===== config.mk =====
export PLATFORM = sky130hd
export DESIGN_NAME = spiflash_icache_flat
export DESIGN_NICKNAME = d
export VERILOG_FILES = /design/src/rtl/spiflash_pkg.sv /design/src/rtl/spiflash_icache_if.sv /design/src/rtl/spiflash_icache_store.sv /design/src/rtl/spiflash_icache.sv /design/src/flat_wrapper.sv
export SDC_FILE = /design/constraint.sdc
export NUM_CORES = 1
export LEC_CHECK = 0
export BUFFER_PORTS_ARGS = -buffer_cell sky130_fd_sc_hd__buf_2
export CORE_MARGIN = 2
export CORE_UTILIZATION = 35
export DETAILED_ROUTE_END_ITERATION = 7
export SLEW_MARGIN = 20
export SYNTH_ARGS = -nofsm -noshare
export SYNTH_HDL_FRONTEND = slang
export SYNTH_HIERARCHICAL = 1
export SYNTH_SLANG_ARGS = --single-unit

===== constraint.sdc =====
create_clock -name clk -period 4.7 [get_ports clk]
set_input_delay 0.705 -clock clk [delete_from_list [all_inputs] [get_ports clk]]
set_output_delay 0.705 -clock clk [all_outputs]
set_load 0.1 [all_outputs]

===== src/rtl/spiflash_pkg.sv =====
// Shared constants and FSM encoding for the SPI-flash
// instruction cache.
package spiflash_pkg;

  localparam int FLASH_AW = 24;
  localparam int FLASH_DW = 32;
  localparam int CNT_W    = 16;

  typedef enum logic [1:0] {
    ST_IDLE = 2'd0,
    ST_FILL = 2'd1,
    ST_RESP = 2'd2
  } state_e;

  function automatic logic [CNT_W-1:0] sat_inc(
    input logic [CNT_W-1:0] v
  );
    return (&v) ? v : v + 1'b1;
  endfunction

endpackage


===== src/rtl/spiflash_icache_if.sv =====
// CPU-side read bus and flash-side fill bus of the
// instruction cache, bundled with the flush request.
interface spiflash_icache_if;
  import spiflash_pkg::*;

  logic                mem_valid;
  logic                mem_ready;
  logic [FLASH_AW-1:0] mem_addr;
  logic [FLASH_DW-1:0] mem_rdata;
  logic                flush;
  logic                flash_valid;
  logic                flash_ready;
  logic [FLASH_AW-1:0] flash_addr;
  logic [FLASH_DW-1:0] flash_rdata;

  modport slave (
    input  mem_valid, mem_addr, flush,
    input  flash_ready, flash_rdata,
    output mem_ready, mem_rdata,
    output flash_valid, flash_addr
  );

  modport master (
    output mem_valid, mem_addr, flush,
    output flash_ready, flash_rdata,
    input  mem_ready, mem_rdata,
    input  flash_valid, flash_addr
  );

endinterface


===== src/rtl/spiflash_icache_store.sv =====
// Direct-mapped line storage: valid bits with async reset,
// tag/data arrays without reset.
module spiflash_icache_store
  import spiflash_pkg::*;
#(
  parameter int LINES = 16,
  parameter int IW    = $clog2(LINES),
  parameter int TW    = FLASH_AW - IW - 2
) (
  input  logic                clk,
  input  logic                resetn,
  input  logic [IW-1:0]       rd_idx,
  output logic                rd_valid,
  output logic [TW-1:0]       rd_tag,
  output logic [FLASH_DW-1:0] rd_data,
  input  logic                we,
  input  logic [IW-1:0]       wr_idx,
  input  logic [TW-1:0]       wr_tag,
  input  logic [FLASH_DW-1:0] wr_data,
  input  logic                wr_valid,
  input  logic                flush
);

  logic [LINES-1:0]    valid_q;
  logic [LINES-1:0]    valid_d;
  logic [TW-1:0]       tag_q  [LINES];
  logic [FLASH_DW-1:0] data_q [LINES];

  // flush wins over a same-cycle fill
  always_comb begin
    valid_d = valid_q;
    if (flush) begin
      valid_d = '0;
    end else if (we) begin
      valid_d[wr_idx] = wr_valid;
    end
  end

  always_ff @(posedge clk or negedge resetn) begin
    if (!resetn) begin
      valid_q <= '0;
    end else begin
      valid_q <= valid_d;
    end
  end

  always_ff @(posedge clk) begin
    if (we) begin
      tag_q[wr_idx]  <= wr_tag;
      data_q[wr_idx] <= wr_data;
    end
  end

  assign rd_valid = valid_q[rd_idx];
  assign rd_tag   = tag_q[rd_idx];
  assign rd_data  = data_q[rd_idx];

endmodule


===== src/rtl/spiflash_icache.sv =====
// One-word-per-line direct-mapped read cache in front of
// a SPI flash controller, with saturating hit/miss counters.
module spiflash_icache
  import spiflash_pkg::*;
#(
  parameter int LINES = 16
) (
  input  logic                  clk,
  input  logic                  resetn,
  spiflash_icache_if.slave      bus,
  output logic [CNT_W-1:0]      hit_cnt,
  output logic [CNT_W-1:0]      miss_cnt
);

  localparam int IW = $clog2(LINES);
  localparam int TW = FLASH_AW - IW - 2;

  logic [IW-1:0]       idx;
  logic [TW-1:0]       tag;
  logic                rd_valid;
  logic [TW-1:0]       rd_tag;
  logic [FLASH_DW-1:0] rd_data;
  logic                we;
  logic                hit;
  logic [1:0]          unused_addr_lo;

  state_e              state_q, state_d;
  logic                mem_ready_q, mem_ready_d;
  logic [FLASH_DW-1:0] rdata_q, rdata_d;
  logic                fvalid_q, fvalid_d;
  logic [FLASH_AW-1:0] faddr_q, faddr_d;
  logic [CNT_W-1:0]    hit_q, hit_d;
  logic [CNT_W-1:0]    miss_q, miss_d;
  logic                flushed_q, flushed_d;

  assign idx = bus.mem_addr[IW+1:2];
  assign tag = bus.mem_addr[FLASH_AW-1:IW+2];
  assign unused_addr_lo = bus.mem_addr[1:0];
  assign hit = rd_valid && (rd_tag == tag);

  spiflash_icache_store #(
    .LINES (LINES),
    .IW    (IW),
    .TW    (TW)
  ) u_store (
    .clk      (clk),
    .resetn   (resetn),
    .rd_idx   (idx),
    .rd_valid (rd_valid),
    .rd_tag   (rd_tag),
    .rd_data  (rd_data),
    .we       (we),
    .wr_idx   (faddr_q[IW+1:2]),
    .wr_tag   (faddr_q[FLASH_AW-1:IW+2]),
    .wr_data  (bus.flash_rdata),
    .wr_valid (!flushed_q),
    .flush    (bus.flush)
  );

  always_comb begin
    state_d     = state_q;
    mem_ready_d = 1'b0;
    rdata_d     = rdata_q;
    fvalid_d    = fvalid_q;
    faddr_d     = faddr_q;
    hit_d       = hit_q;
    miss_d      = miss_q;
    flushed_d   = flushed_q;
    we          = 1'b0;
    unique case (state_q)
      ST_IDLE: begin
        if (bus.mem_valid) begin
          if (hit) begin
            rdata_d     = rd_data;
            hit_d       = sat_inc(hit_q);
            mem_ready_d = 1'b1;
            state_d     = ST_RESP;
          end else begin
            miss_d    = sat_inc(miss_q);
            faddr_d   = {bus.mem_addr[FLASH_AW-1:2], 2'b00};
            fvalid_d  = 1'b1;
            flushed_d = 1'b0;
            state_d   = ST_FILL;
          end
        end
      end
      ST_FILL: begin
        // a flush seen while filling keeps the new line invalid
        if (bus.flush) begin
          flushed_d = 1'b1;
        end
        if (bus.flash_ready) begin
          we          = 1'b1;
          rdata_d     = bus.flash_rdata;
          fvalid_d    = 1'b0;
          mem_ready_d = 1'b1;
          state_d     = ST_RESP;
        end
      end
      ST_RESP: begin
        state_d = ST_IDLE;
      end
      default: begin
        state_d = ST_IDLE;
      end
    endcase
  end

  always_ff @(posedge clk or negedge resetn) begin
    if (!resetn) begin
      state_q     <= ST_IDLE;
      mem_ready_q <= 1'b0;
      rdata_q     <= '0;
      fvalid_q    <= 1'b0;
      faddr_q     <= '0;
      hit_q       <= '0;
      miss_q      <= '0;
      flushed_q   <= 1'b0;
    end else begin
      state_q     <= state_d;
      mem_ready_q <= mem_ready_d;
      rdata_q     <= rdata_d;
      fvalid_q    <= fvalid_d;
      faddr_q     <= faddr_d;
      hit_q       <= hit_d;
      miss_q      <= miss_d;
      flushed_q   <= flushed_d;
    end
  end

  assign bus.mem_ready   = mem_ready_q;
  assign bus.mem_rdata   = rdata_q;
  assign bus.flash_valid = fvalid_q;
  assign bus.flash_addr  = faddr_q;
  assign hit_cnt         = hit_q;
  assign miss_cnt        = miss_q;

endmodule


===== src/flat_wrapper.sv =====
// flat-port wrapper written by rule: the top's interface ports become plain ports
module spiflash_icache_flat import spiflash_pkg::*;
#(
  parameter int LINES = 16
)
  (clk, resetn, hit_cnt, miss_cnt, bus_mem_valid, bus_mem_addr, bus_flush, bus_flash_ready, bus_flash_rdata, bus_mem_ready, bus_mem_rdata, bus_flash_valid, bus_flash_addr);
  spiflash_icache_if bus_i ();
  input  logic clk;
  input  logic resetn;
  output logic [CNT_W-1:0] hit_cnt;
  output logic [CNT_W-1:0] miss_cnt;
  input wire logic [$bits(bus_i.mem_valid)-1:0] bus_mem_valid;
  input wire logic [$bits(bus_i.mem_addr)-1:0] bus_mem_addr;
  input wire logic [$bits(bus_i.flush)-1:0] bus_flush;
  input wire logic [$bits(bus_i.flash_ready)-1:0] bus_flash_ready;
  input wire logic [$bits(bus_i.flash_rdata)-1:0] bus_flash_rdata;
  output wire logic [$bits(bus_i.mem_ready)-1:0] bus_mem_ready;
  output wire logic [$bits(bus_i.mem_rdata)-1:0] bus_mem_rdata;
  output wire logic [$bits(bus_i.flash_valid)-1:0] bus_flash_valid;
  output wire logic [$bits(bus_i.flash_addr)-1:0] bus_flash_addr;
  assign bus_i.mem_valid = bus_mem_valid;
  assign bus_i.mem_addr = bus_mem_addr;
  assign bus_i.flush = bus_flush;
  assign bus_i.flash_ready = bus_flash_ready;
  assign bus_i.flash_rdata = bus_flash_rdata;
  assign bus_mem_ready = bus_i.mem_ready;
  assign bus_mem_rdata = bus_i.mem_rdata;
  assign bus_flash_valid = bus_i.flash_valid;
  assign bus_flash_addr = bus_i.flash_addr;
  spiflash_icache #(.LINES(LINES)) u_core (.clk(clk), .resetn(resetn), .bus(bus_i), .hit_cnt(hit_cnt), .miss_cnt(miss_cnt));
endmodule

### Word level (Yosys, flattened, before mapping)

Memory sizes are Yosys's and may differ from the RTL's.
Index checks and enable logic that the tools add are counted.

* memories: 2
* bits in writable memories: 800
* bits in registers: 107
* output and inout bits: 90
* logic and storage cells: 71
* input bits: 61

* order comparisons: 3
* $add $sub $neg: 2
* reduce and logical (&&, ||, !) cells: 15
* eq/ne operators: 7
* bitwise operators: 3
* muxes and demuxes: 30

Memories
* u_core.u_store.data_q: words 16, bits a word 32, read ports 1, clocked after memory_dff 0, write ports 1, line spiflash_icache_store.sv:27 `logic [FLASH_DW-1:0] data_q [LINES];`
* u_core.u_store.tag_q: words 16, bits a word 18, read ports 1, clocked after memory_dff 0, write ports 1, line spiflash_icache_store.sv:26 `logic [TW-1:0] tag_q [LINES];`

Operator list (number)
* 32-bit two-way mux: 3
* 32-bit case mux with 2 select lines: 1
* 16-bit by 1-bit adder with 16-bit output, second input constant: 2
* 16-bit two-way mux: 2
* 16-bit AND reduction: 2
* 4-bit AND reduction: 5
* 18-bit equality test: 1
* 16-bit bitwise mux: 1
* 1-bit two-way mux: 14
* 4-bit by 5-bit less-than comparator with 1-bit output, second input constant: 2
* 2-bit inequality test, second input constant: 4
* 2-bit two-way mux: 3
* 1-bit case mux with 2 select lines: 3
* 1-bit binary-select mux with 4-bit select: 1
* 1-bit demux with 4-bit select: 1
* 4-bit by 1-bit >= comparator with 1-bit output, second input constant: 1
* 2-bit case mux with 2 select lines: 1
* 2-bit nonzero test: 2
* 1-bit NOT: 3
* 3-bit AND reduction: 1
* 2-bit by 1-bit equality test with 1-bit output, second input constant: 1
* 1-bit logical AND: 2
* 2-bit zero test: 1
* 2-bit by 1-bit inequality test with 1-bit output, second input constant: 1
* other kinds (2): 2

### Longest topological paths before layout

Gate-level depths: netlist of the first run.

* depth in word-level cells: 7
* mapped depth: 14

### Hierarchy

The synthesis of the first run kept the hierarchy.

By module, submodules not included
* spiflash_icache_store: area an instance 30832.1 um^2, times used 1, cells an instance 1333
* spiflash_icache: area an instance 4226.6 um^2, times used 1, cells an instance 383

### Worst setup path after synthesis of the first run

No wires, ideal clock.

* path type: register -> register
* start point: register u_core.state_q[1]
* end point: memory u_core.u_store.data_q[4][0], enable pin
* data required time: 4.242 ns
* arrival: 3.780 ns
* library setup time: 0.458 ns
* path slack: 0.462 ns
* stages on the path, launching flop included: 7
* cells stage by stage: dfrtp_1 > nor2b_1 > clkbuf_1 > and2_1 > or3b_2 > clkbuf_1 > nor2_1

* word-level cells in the longest chain between the ends: 4

Ends and longest elaborated chain
* start: declaration: line spiflash_icache.sv:27 `state_e state_q, state_d;`
* start signal: assignment: line spiflash_icache.sv:120 `state_q <= state_d;`
* 2-bit by 1-bit equality test with 1-bit output: line spiflash_icache.sv:70 `unique case (state_q)`
* 1-bit two-way mux: line spiflash_icache.sv:70
* named net u_core.we: line spiflash_icache.sv:23 `logic we;`
* 1-bit two-way mux: line spiflash_icache_store.sv:48 `if (we) begin`
* 1-bit two-way mux (not written as such): line spiflash_icache_store.sv:50 `data_q[wr_idx] <= wr_data;`
* end: declaration: line spiflash_icache_store.sv:27

The timed path passes the listed nets, and every way through them passes these cells.

### Worst setup path after layout of the first run

* start point: input bus_mem_addr[2]
* end point: register u_core.hit_q[5], in the netlist u_core/hit_cnt[5]

* word-level cells in the longest chain between the ends: 4

Ends and longest elaborated chain
* start: declaration: line flat_wrapper.sv:13 `input wire logic [$bits(bus_i.mem_addr)-1:0] bus_mem_addr;`
* memory 16 x 18 bit
* named net u_core.rd_tag[12]: line spiflash_icache.sv:21 `logic [TW-1:0] rd_tag;`
* 18-bit equality test: line spiflash_icache.sv:39 `assign hit = rd_valid && (rd_tag == tag);`
* 1-bit logical AND: line spiflash_icache.sv:39
* 4-bit AND reduction (no line)
* end signal: assignment: line spiflash_icache.sv:125 `hit_q <= hit_d;`
* end: declaration: line spiflash_icache.sv:32 `logic [CNT_W-1:0] hit_q, hit_d;`

The timed path passes the listed nets, and every way through them passes these cells. The select of a mux whose other input is x is not followed.
A chain may end at the register's enable or synchronous reset.

==> results of run 1 <==
-- cell usage in the layout, fill, tap and decap left out, drive strengths merged, types with 5 or more instances in the layout --
master | Yosys | routed
mux2 | 27 | 27
xnor2 | 31 | 31
buf | 46 | 217
nor3 | 8 | 8
clkinvlp | 0 | 6
nor4 | 5 | 5
clkbuf | 46 | 130
a22oi | 102 | 102
dfrtp | 107 | 107
edfxtp | 800 | 800
inv | 11 | 15
nand4 | 24 | 24
clkinv | 0 | 31
a21oi | 19 | 19
mux2i | 32 | 32
nor2 | 33 | 33
xor2 | 14 | 14
mux4 | 204 | 204
nand3 | 22 | 22
nor2b | 5 | 5
o21ai | 49 | 49
nand2 | 104 | 104
and2 | 5 | 5
-- worst paths after layout --
path,from,slack (ns),end,cells past startpoint
setup / recovery,bus_mem_addr[2],1.19,u_core/hit_cnt[5],12
hold / removal,bus_mem_addr[12],0.33,u_core/bus.flash_addr[12],2
hold reg to reg,u_core/bus.mem_rdata[17],0.48,u_core/bus.mem_rdata[17],2
max in group asynchronous,resetn,3.49,u_core/bus.mem_rdata[1],3
setup reg to reg,u_core/state_q[1],1.37,u_core/u_store/tag_q[11][5],5
min in group asynchronous,resetn,0.49,u_core/miss_cnt[4],2
-- what timing repair did --
action,CTS,global route
setup endpoints to repair,0,0
setup buffers,0,0
endpoints found under the hold margin,0,22
hold buffers,0,1
-- per-layer routing --
| layer | vias to the layer above | track usage, % |
|---|---|---|
| li1 | 7492 | - |
| met1 | 9443 | 22.82 |
| met2 | 629 | 26.57 |
| met3 | 118 | 4.401 |
| met4 | 10 | 3.933 |
| met5 | - | 0 |
-- where the power goes --
group / switching [W] / internal [W] / leakage (nW) / total, W
Combinational: 0.00302 / 0.000758 / 3.62 / 0.00377
Clock: 0.00306 / 0.00418 / 1.48 / 0.00725
Sequential: 0.000529 / 0.00960 / 8.56 / 0.0101
-- kinds of logic after synthesis --
group | Yosys count | synth area share (%)
simple gates | 223 | 3.005
xor+xnor | 45 | 1.124
mux | 263 | 14.89
fa+ha+maj | 2 | 0.07137
compound gates | 172 | 3.205
buf+inv | 103 | 1.538
other cells | 1 | 0.01070
flops | 907 | 76.16
-- critical path: cells and delay by family --
kind	cells	cell delay (ns)
AO/OA/AOI/OAI	1	0.24
XOR/XNOR	2	0.61
AND/OR/NAND/NOR	5	1.06
multiplexers	1	0.53
buffers and inverters	3	0.86
-- area by class of cell --
cell class / count / share of cell area (%)
Sequential cell: 907 / 65.28
Multi-Input combinational cell: 707 / 19.55
Clock buffer: 129 / 6.470
Tap cell: 1298 / 3.971
Timing Repair Buffer: 219 / 3.610
Clock inverter: 45 / 1.013
Inverter: 11 / 0.1009
Antenna cell: 1 / 0.006118
-- through the flow --
step	utilization, %	hold slack [ns]	setup WS (ns)	total power (W)	cell area [sq um]
after floorplan	-	0.4094	0.4620	0.01297	35060
after global routing	41.02	0.3049	0.8499	0.02194	40900
after global placement	37.91	0.4596	0.5057	0.01401	37800
final	41.02	0.3257	1.193	0.02115	40900
after detailed placement	37.91	0.4671	0.5144	0.01411	37800
after CTS	40.98	0.2077	1.222	0.02138	40860
-- sequential cells by signal (all words and copies together) (netlist names) --
signal and cells:
u_core/miss_cnt 16, u_core/u_store/data_q 512, u_core/u_store/tag_q 288, u_core/state_q 2, u_core/bus.flash_addr 22, u_core/u_store/valid_q 16
u_core/hit_cnt 16, u_core/bus.mem_ready 1, u_core/bus.flash_valid 1, u_core/bus.mem_rdata 32, u_core/flushed_q 1
==> results.toml, run 1 <==
[cells_and_area]
areaGrowthSynthToFinish_pct = 16.67
nFillCells = 8666
stdcell_count = 3317
final-seq-area_sq_um = 26700
drive_above_1_share_pct = 30.43
multi_input_area_sq_um = 7996
nets = 2002

[clock_tree]
clk_path_buf_depth = 3
htree_levels = 3
numCtsBuffers = 93
clk_latency_ns = 0.66
clk_pin_slew_ns = 0.06
ctsResizeCount = 0
cts_tree = "built"
clock_sinks = 907
cts_root_buffer = "clkbuf_16"

[die]
coreArea_sq_um = 99710
io_pins = 151
start_util_pct = 35.16
die_area_sq_um = 102700
dieWidth_microns = 320.5
rows = 116
die_h_microns = 320.5

[routing]
dr_wl_met3_microns = 6632
ant_nets = 0
wl_met1_microns = 36350
route.detailed.drc = 0
drtIter0Drc = 1695
wl_met2_microns = 40780
vias_per_cell = 5.334
vias = 17690
drt-wirelength-per-cell_microns = 25.73
first_pass_iters = 5
highest_layer = "met5"
totalWireLength_microns = 85330

[run]
max_cap_violations = 0

[yosys]
synth_flop_cell = "edfxtp_1"
yosys-top-cells-area = "edfxtp_1, mux4_2, dfrtp_1, a22oi_1, nand2_1"
async_flop_share_pct = 11.80
synth_most_common_cell = "edfxtp_1"
synth_area_per_cell_sq_um = 20.43
netlist_instances = 1716
synth-seq-cells = 907
synth_edf_count = 800
yosys.area.top_type = "edfxtp_1"
ys_seq_area_share_pct = 76.16
mappedNetlistArea_sq_um = 35060
synth.distinct_cells = 40
yosys-top-cells-count = "edfxtp_1, mux4_2, dfrtp_1, nand2_1, a22oi_1"
yosysWarnings = 6
netlist.area_leader.share_pct = 68.52

[worst_setup_path]
slowest_stage = "mux4_2"
path_class = "in -> reg"
crit_required_ns = 5.28
path_cells = "buf_8 > buf_4 > mux4_2 > a22oi_1 > nand2_1 > xnor2_1 > nand4_1 > nor4_4 > buf_4 > nand4_2 > nor4_1 > xor2_1"
critPathMaxStageDelay_ns = 0.53
path_common_cell = "buf_4"
end_kind = "register"
cp_data_arrival_time_ns = 4.08
critPathLaunchType = "input port"
critical_path.max_fanout = 26

[global_routing]
grt_pass1_wl_microns = 124300
grt_overflow = 0
grt_pass1_vias = 18200
grt_usage_pct = 16.64
grt_max_degree = 82
antenna_found_initial = 10

[pwr]
ir_drop_uv = 303.8
powerDensity_nw_per_um2 = 517.2
p_leak_nw = 13.67

[sta]
slew_violations = 0
max_freq_ghz = 0.2852
post-route-min-period_ns = 3.507
relSlewSlack_pct = 27.99
final.setup_skew_ns = 0.03872
finalHoldViolations = 0
post-route-period-util_pct = 74.61
rsz0062_at_grt = "false"
finalSetupViolations = 0
setup_tns_ns = 0
worst_pin_slew_ns = 1.078

[placed_design]
gp_congestion = 0.7831
dp_cells = 3140
place_hpwl_microns = 46860
placement.io_buffers = 146

[min_path]
hp-class = "in -> reg"

[run_status]
outcome = "finished clean"
Power figures use the tool's default switching activity.
==> inputs of run 2 (changes only) <==
==> constraint.sdc (replaced) <==
create_clock -name clk -period 3.5 [get_ports clk]
set_input_delay 0.525 -clock clk [delete_from_list [all_inputs] [get_ports clk]]
set_output_delay 0.525 -clock clk [all_outputs]
set_load 0.1 [all_outputs]
==> run 2 against run 1 <==
Net effect: die area unchanged; core utilization up 0.48 points; largest power group unchanged; clock power up 38%; routed wire length down 1.6%; combinational power up 37%; global-route usage down 0.30 points; cell area grew 1.2%; worst hold slack got worse by 0.20 ns; register-to-register slack lost 0.97 ns; power grew 36%; clock skew is 0.0034 ns lower; sequential power rose by 35%.
==> results.toml, run 2 (synthesis gave the netlist of run 1 again) <==
[run_status]
outcome = "finished clean"

[routing]
route.detailed.drc = 0
vias = 17800
ant_nets = 0
vias_per_cell = 5.322
drtIter0Drc = 1875
drt-wirelength-per-cell_microns = 25.10
first_pass_iters = 5
totalWireLength_microns = 83950

[sta]
worst_pin_slew_ns = 0.9076
post-route-min-period_ns = 3.095
setup_tns_ns = 0
max_freq_ghz = 0.3231
slew_violations = 0
post-route-period-util_pct = 88.43
finalSetupViolations = 0
relSlewSlack_pct = 39.49
fin_ws_ns = 0.4049
final.setup_skew_ns = 0.03530
rsz0062_at_grt = "false"
finalHoldViolations = 0

[clock_tree]
clk_path_buf_depth = 3
clock_sinks = 907
postCtsSetupBuffers = 0
clk_latency_ns = 0.66
cts_root_buffer = "clkbuf_16"
clk_pin_slew_ns = 0.06
htree_levels = 3
cts_tree = "built"
numCtsBuffers = 94

[pwr]
powerDensity_nw_per_um2 = 695.1
p_leak_nw = 13.90
ir_drop_uv = 657.8

[worst_setup_path]
cp.depth = 11
crit_required_ns = 4.09
cp_data_arrival_time_ns = 3.68
critPathLaunchType = "register"
r2r-start = "u_core/u_store/tag_q[2][15]"
path_cells = "mux4_2 > a22oi_1 > nand2_1 > xnor2_1 > nand4_1 > buf_4 > nor4b_1 > buf_4 > nand3_1 > nor4_1 > xor2_1"
slowest_stage = "mux4_2"
critical_path.max_fanout = 6
rrSetupSlack_ns = 0.40
path_common_cell = "buf_4"
timing.rr.end = "u_core/hit_cnt[13]"
path_class = "reg -> reg"
r2r_cells = 11
path_delay_family = "simple AND/OR/NAND/NOR gates"
crit_buf_inv = 2
end_kind = "register"
critPathMaxStageDelay_ns = 0.46

[cells_and_area]
largest_register_ffs = 512
final_common_cell = "edfxtp_1"
areaGrowthSynthToFinish_pct = 18.03
post-route-util_pct = 41.50
stdcell_count = 3345
drive_above_1_share_pct = 31.36
final_area_sq_um = 41380
mostFrequentLayoutCells = "edfxtp_1, mux4_2, buf_2, dfrtp_1, nand2_1"
nFillCells = 8647
nets = 2029
largest-register = "u_core/u_store/data_q"
insertedDiodeCount = 0

[die]
die_h_microns = 320.5
die_area_sq_um = 102700
start_util_pct = 35.16
coreArea_sq_um = 99710
dieWidth_microns = 320.5
rows = 116
io_pins = 151

[placed_design]
gp_congestion = 0.7846
dp_slack_ns = -0.2943
dp_cells = 3167
placement.io_buffers = 146
place_area_sq_um = 38240
place_hpwl_microns = 46300

[run]
max_cap_violations = 0

[global_routing]
grt_pass1_wl_microns = 123200
grt_overflow = 0
grt_pass1_vias = 18440
antenna_found_initial = 11
grt_max_degree = 60
grt_usage_pct = 16.34

[min_path]
worstHoldPathCells = 2
min-delay-start = "bus_mem_addr[7]"
whs_endpoint = "u_core/bus.flash_addr[7]"
hp-class = "in -> reg"
run 2: report_power, final:
| part | switching, W | total (W) | internal (W) | leakage [nW] |
|---|---|---|---|---|
| logic | 0.00406 | 0.00515 | 0.00109 | 3.80 |
| registers | 0.000690 | 0.0136 | 0.0129 | 8.56 |
| clock network | 0.00413 | 0.0100 | 0.00589 | 1.53 |
| total | 0.00889 | 0.0288 | 0.0199 | 13.9 |
run 2: per-stage QoR:
stage / hold WS [ns] / power, W
global route: 0.1141 / 0.02978
detailed placement: 0.4649 / 0.01903
global placement: 0.4562 / 0.01891
floorplan: 0.2294 / 0.01742
CTS: 0.08994 / 0.02907
finish: 0.1257 / 0.02876
run 2: final cells by class:
cell class,count,area [sq um],area share [%]
inverters,11,41.29,0.09978
clock buffers,116,2495,6.029
flip-flops and latches,907,26700,64.53
repair buffers,245,1889,4.566
clock inverters,61,631.9,1.527
multi-input cells,707,7998,19.33
well taps,1298,1624,3.925
run 2: timing repair:
action / in CTS / in global routing
setup endpoints to repair: 0 / 0
hold buffers: 1 / 0
hold endpoints to repair: 57 / 0
resized for setup: 0 / 0
run 2: worst max path at each step:
stage                                      from                          end
floorplan                     u_core/state_q[1]  u_core/u_store/data_q[4][0]
global placement                bus_mem_addr[2]           u_core/hit_cnt[13]
detailed placement              bus_mem_addr[2]           u_core/hit_cnt[13]
CTS                 u_core/u_store/tag_q[2][15]           u_core/hit_cnt[13]
global route        u_core/u_store/tag_q[3][15]            u_core/hit_cnt[3]
finish              u_core/u_store/tag_q[2][15]           u_core/hit_cnt[13]
run 2: metal layers:
layer | global-route usage (%) | wire length, microns
met3 | 3.707 | 5456
met1 | 22.12 | 35880
met4 | 4.684 | 1932
met5 | 0 | 105
met2 | 26.51 | 40570
==> inputs of run 3 (changes only) <==
--- a/config.mk
+++ b/config.mk
@@ -9,6 +9,7 @@
 export CORE_MARGIN = 2
 export CORE_UTILIZATION = 35
 export DETAILED_ROUTE_END_ITERATION = 7
+export GPL_TIMING_DRIVEN = 0
 export SLEW_MARGIN = 20
 export SYNTH_ARGS = -nofsm -noshare
 export SYNTH_HDL_FRONTEND = slang
==> run 3 against run 2 <==
Net effect: routed wire length increased by 4.8%; via count increased by 2.1%; power decreased by 0.88%; sequential power about the same; first-iteration DRC count decreased by 9.8%; flip-flop and latch count unchanged; combinational power increased by 3%; cell count increased by 1.8%; sequential share of layout area decreased by 1.1 points; clock skew decreased by 0.0047 ns; non-clock buffer count increased by 67.
==> results.toml, run 3 (synthesis gave the netlist of run 1 again) <==
[pwr]
clkPwrFrac_pct = 33.7
p_comb_share_pct = 18.6
powerDensity_nw_per_um2 = 677.6
finalPower_w = 0.02851
seq_power_share_pct = 47.7
intPower_w = 0.01956
p_sw_share_pct = 31.38
p_leak_nw = 14.19
ir_drop_uv = 506.8
switchingPower_w = 0.008946

[die]
die_h_microns = 320.5
start_util_pct = 35.16
die_area_sq_um = 102700
dieWidth_microns = 320.5
rows = 116
io_pins = 151
coreArea_sq_um = 99710

[run_status]
outcome = "finished clean"

[clock_tree]
clock_sinks = 907
clk_pin_slew_ns = 0.07
cts_root_buffer = "clkbuf_16"
clk_latency_ns = 0.65
htree_levels = 3
cts_tree = "built"
numCtsBuffers = 92
clk_path_buf_depth = 3

[sta]
post-route-min-period_ns = 3.395
finalHoldViolations = 0
max_freq_ghz = 0.2945
rsz0062_at_grt = "true"
relSlewSlack_pct = 25.33
setup_tns_ns = 0
slew_violations = 0
fin_hold_ws_ns = 0.1280
worst_pin_slew_ns = 1.120
finalSetupViolations = 0
final.setup_skew_ns = 0.03058
post-route-period-util_pct = 97.00

[cells_and_area]
post-route-util_pct = 42.19
final_common_cell = "edfxtp_1"
mostFrequentLayoutCells = "edfxtp_1, mux4_2, buf_2, dfrtp_1, nand2_1"
multi_input_area_sq_um = 8048
stdcell_count = 3406
insertedDiodeCount = 0
nets = 2094
drive_above_1_share_pct = 31.93
final-seq-area_sq_um = 26700
nFillCells = 8550
areaGrowthSynthToFinish_pct = 20.00
largest-register = "u_core/u_store/data_q"
largest_register_ffs = 512

[worst_setup_path]
slowest_stage = "mux4_2"
crit_required_ns = 4.01
critPathMaxStageDelay_ns = 0.51
path_class = "in -> reg"
critPathLaunchType = "input port"
path_cells = "buf_2 > buf_6 > buf_12 > buf_12 > mux4_2 > a22oi_1 > nand2_1 > xnor2_2 > nand4_1 > nor4_4 > a31oi_4 > buf_6 > clkbuf_4 > nand2_1 > o21ai_0"
critical_path.max_fanout = 10
end_kind = "register"
cp_data_arrival_time_ns = 3.91

[global_routing]
grt_max_degree = 56
grt_pass1_vias = 18650
grt_overflow = 0
antenna_found_initial = 6
grt_pass1_wl_microns = 127200
grt_usage_pct = 17.01

[routing]
totalWireLength_microns = 87950
ant_nets = 0
vias_per_cell = 5.338
first_pass_iters = 7
drt-wirelength-per-cell_microns = 25.82
vias = 18180
drtIter0Drc = 1692
route.detailed.drc = 0

[placed_design]
placement.io_buffers = 146
place_hpwl_microns = 56640
dp_cells = 3206
gp_congestion = 0.8177

[run]
max_cap_violations = 0

[min_path]
hp-class = "in -> reg"
-- run 3: cell count changes in the layout (fill, tap and decap cells not counted), moves of 11 or more --
cell,delta
clkbuf_1,+35
clkbuf_2,+14
buf_6,+15
buf_16,+21
buf_4,-33
buf_2,+11
-- run 3: final timing paths --
path / startpoint / to / slack, ns / cells after the start
worst min-delay path: bus_flush / u_core/flushed_q / 0.13 / 3
worst min register to register: u_core/bus.mem_rdata[28] / u_core/bus.mem_rdata[28] / 0.47 / 2
worst max-delay path: bus_mem_addr[2] / u_core/bus.mem_rdata[10] / 0.10 / 15
worst max register to register: u_core/state_q[1] / u_core/u_store/data_q[1][7] / 0.15 / 7
min in group asynchronous: resetn / u_core/miss_cnt[2] / 0.42 / 2
max in group asynchronous: resetn / u_core/bus.mem_rdata[8] / 2.38 / 3
-- run 3: timing repair --
item / in CTS / in global routing
setup buffers: 6 / 22
gates resized for setup: 40 / 39
gates cloned: 0 / 0
hold buffers: 1 / 0
pin swaps: 4 / 14
hold endpoints to repair: 54 / 0
setup endpoints to repair: 643 / 307
-- run 3: final cells by class --
cell class / count / area share (%)
flip-flops and latches: 907 / 63.47
clock inverters: 46 / 1.080
multi-input cells: 707 / 19.13
clock buffers: 125 / 5.987
repair buffers: 220 / 4.872
well taps: 1298 / 3.860
inverters: 11 / 0.09814
plain buffers: 92 / 1.508
-- run 3: metal layers --
layer  track usage [%]  part of all wire (%)  vias to the layer above
li1                  -                     -                     7684
met1             22.66                    42                     9684
met2             27.91                    49                      660
met3             4.414                   7.4                      146
met4             4.111                   2.1                        6
met5                 0                 0.042                        -
-- run 3: metrics by stage --
stage | setup WS, ns | cell area, sq um
floorplan | -0.7380 | 35080
global placement | -4.339 | 37430
detailed placement | -2.119 | 38590
CTS | -0.01774 | 41740
global route | -0.002621 | 42070
finish | 0.1050 | 42070
-- run 3: critical path, delay by kind of cell --
kind | cells | cell delay, ns
AOI/OAI and AO/OA | 3 | 0.51
and+or+nand+nor | 4 | 0.91
xor gates and xnor gates | 1 | 0.32
muxes | 1 | 0.51
buffers and inverters | 6 | 1.12
-- run 3: power groups by stage --
stage	Sequential [W]	Combinational (W)	Clock [W]
global placement	0.0138	0.00504	0
finish	0.0136	0.00531	0.00959
global route	0.0137	0.00555	0.0102
floorplan	0.0161	0.00137	0
CTS	0.0136	0.00532	0.00979
detailed placement	0.0138	0.00527	0
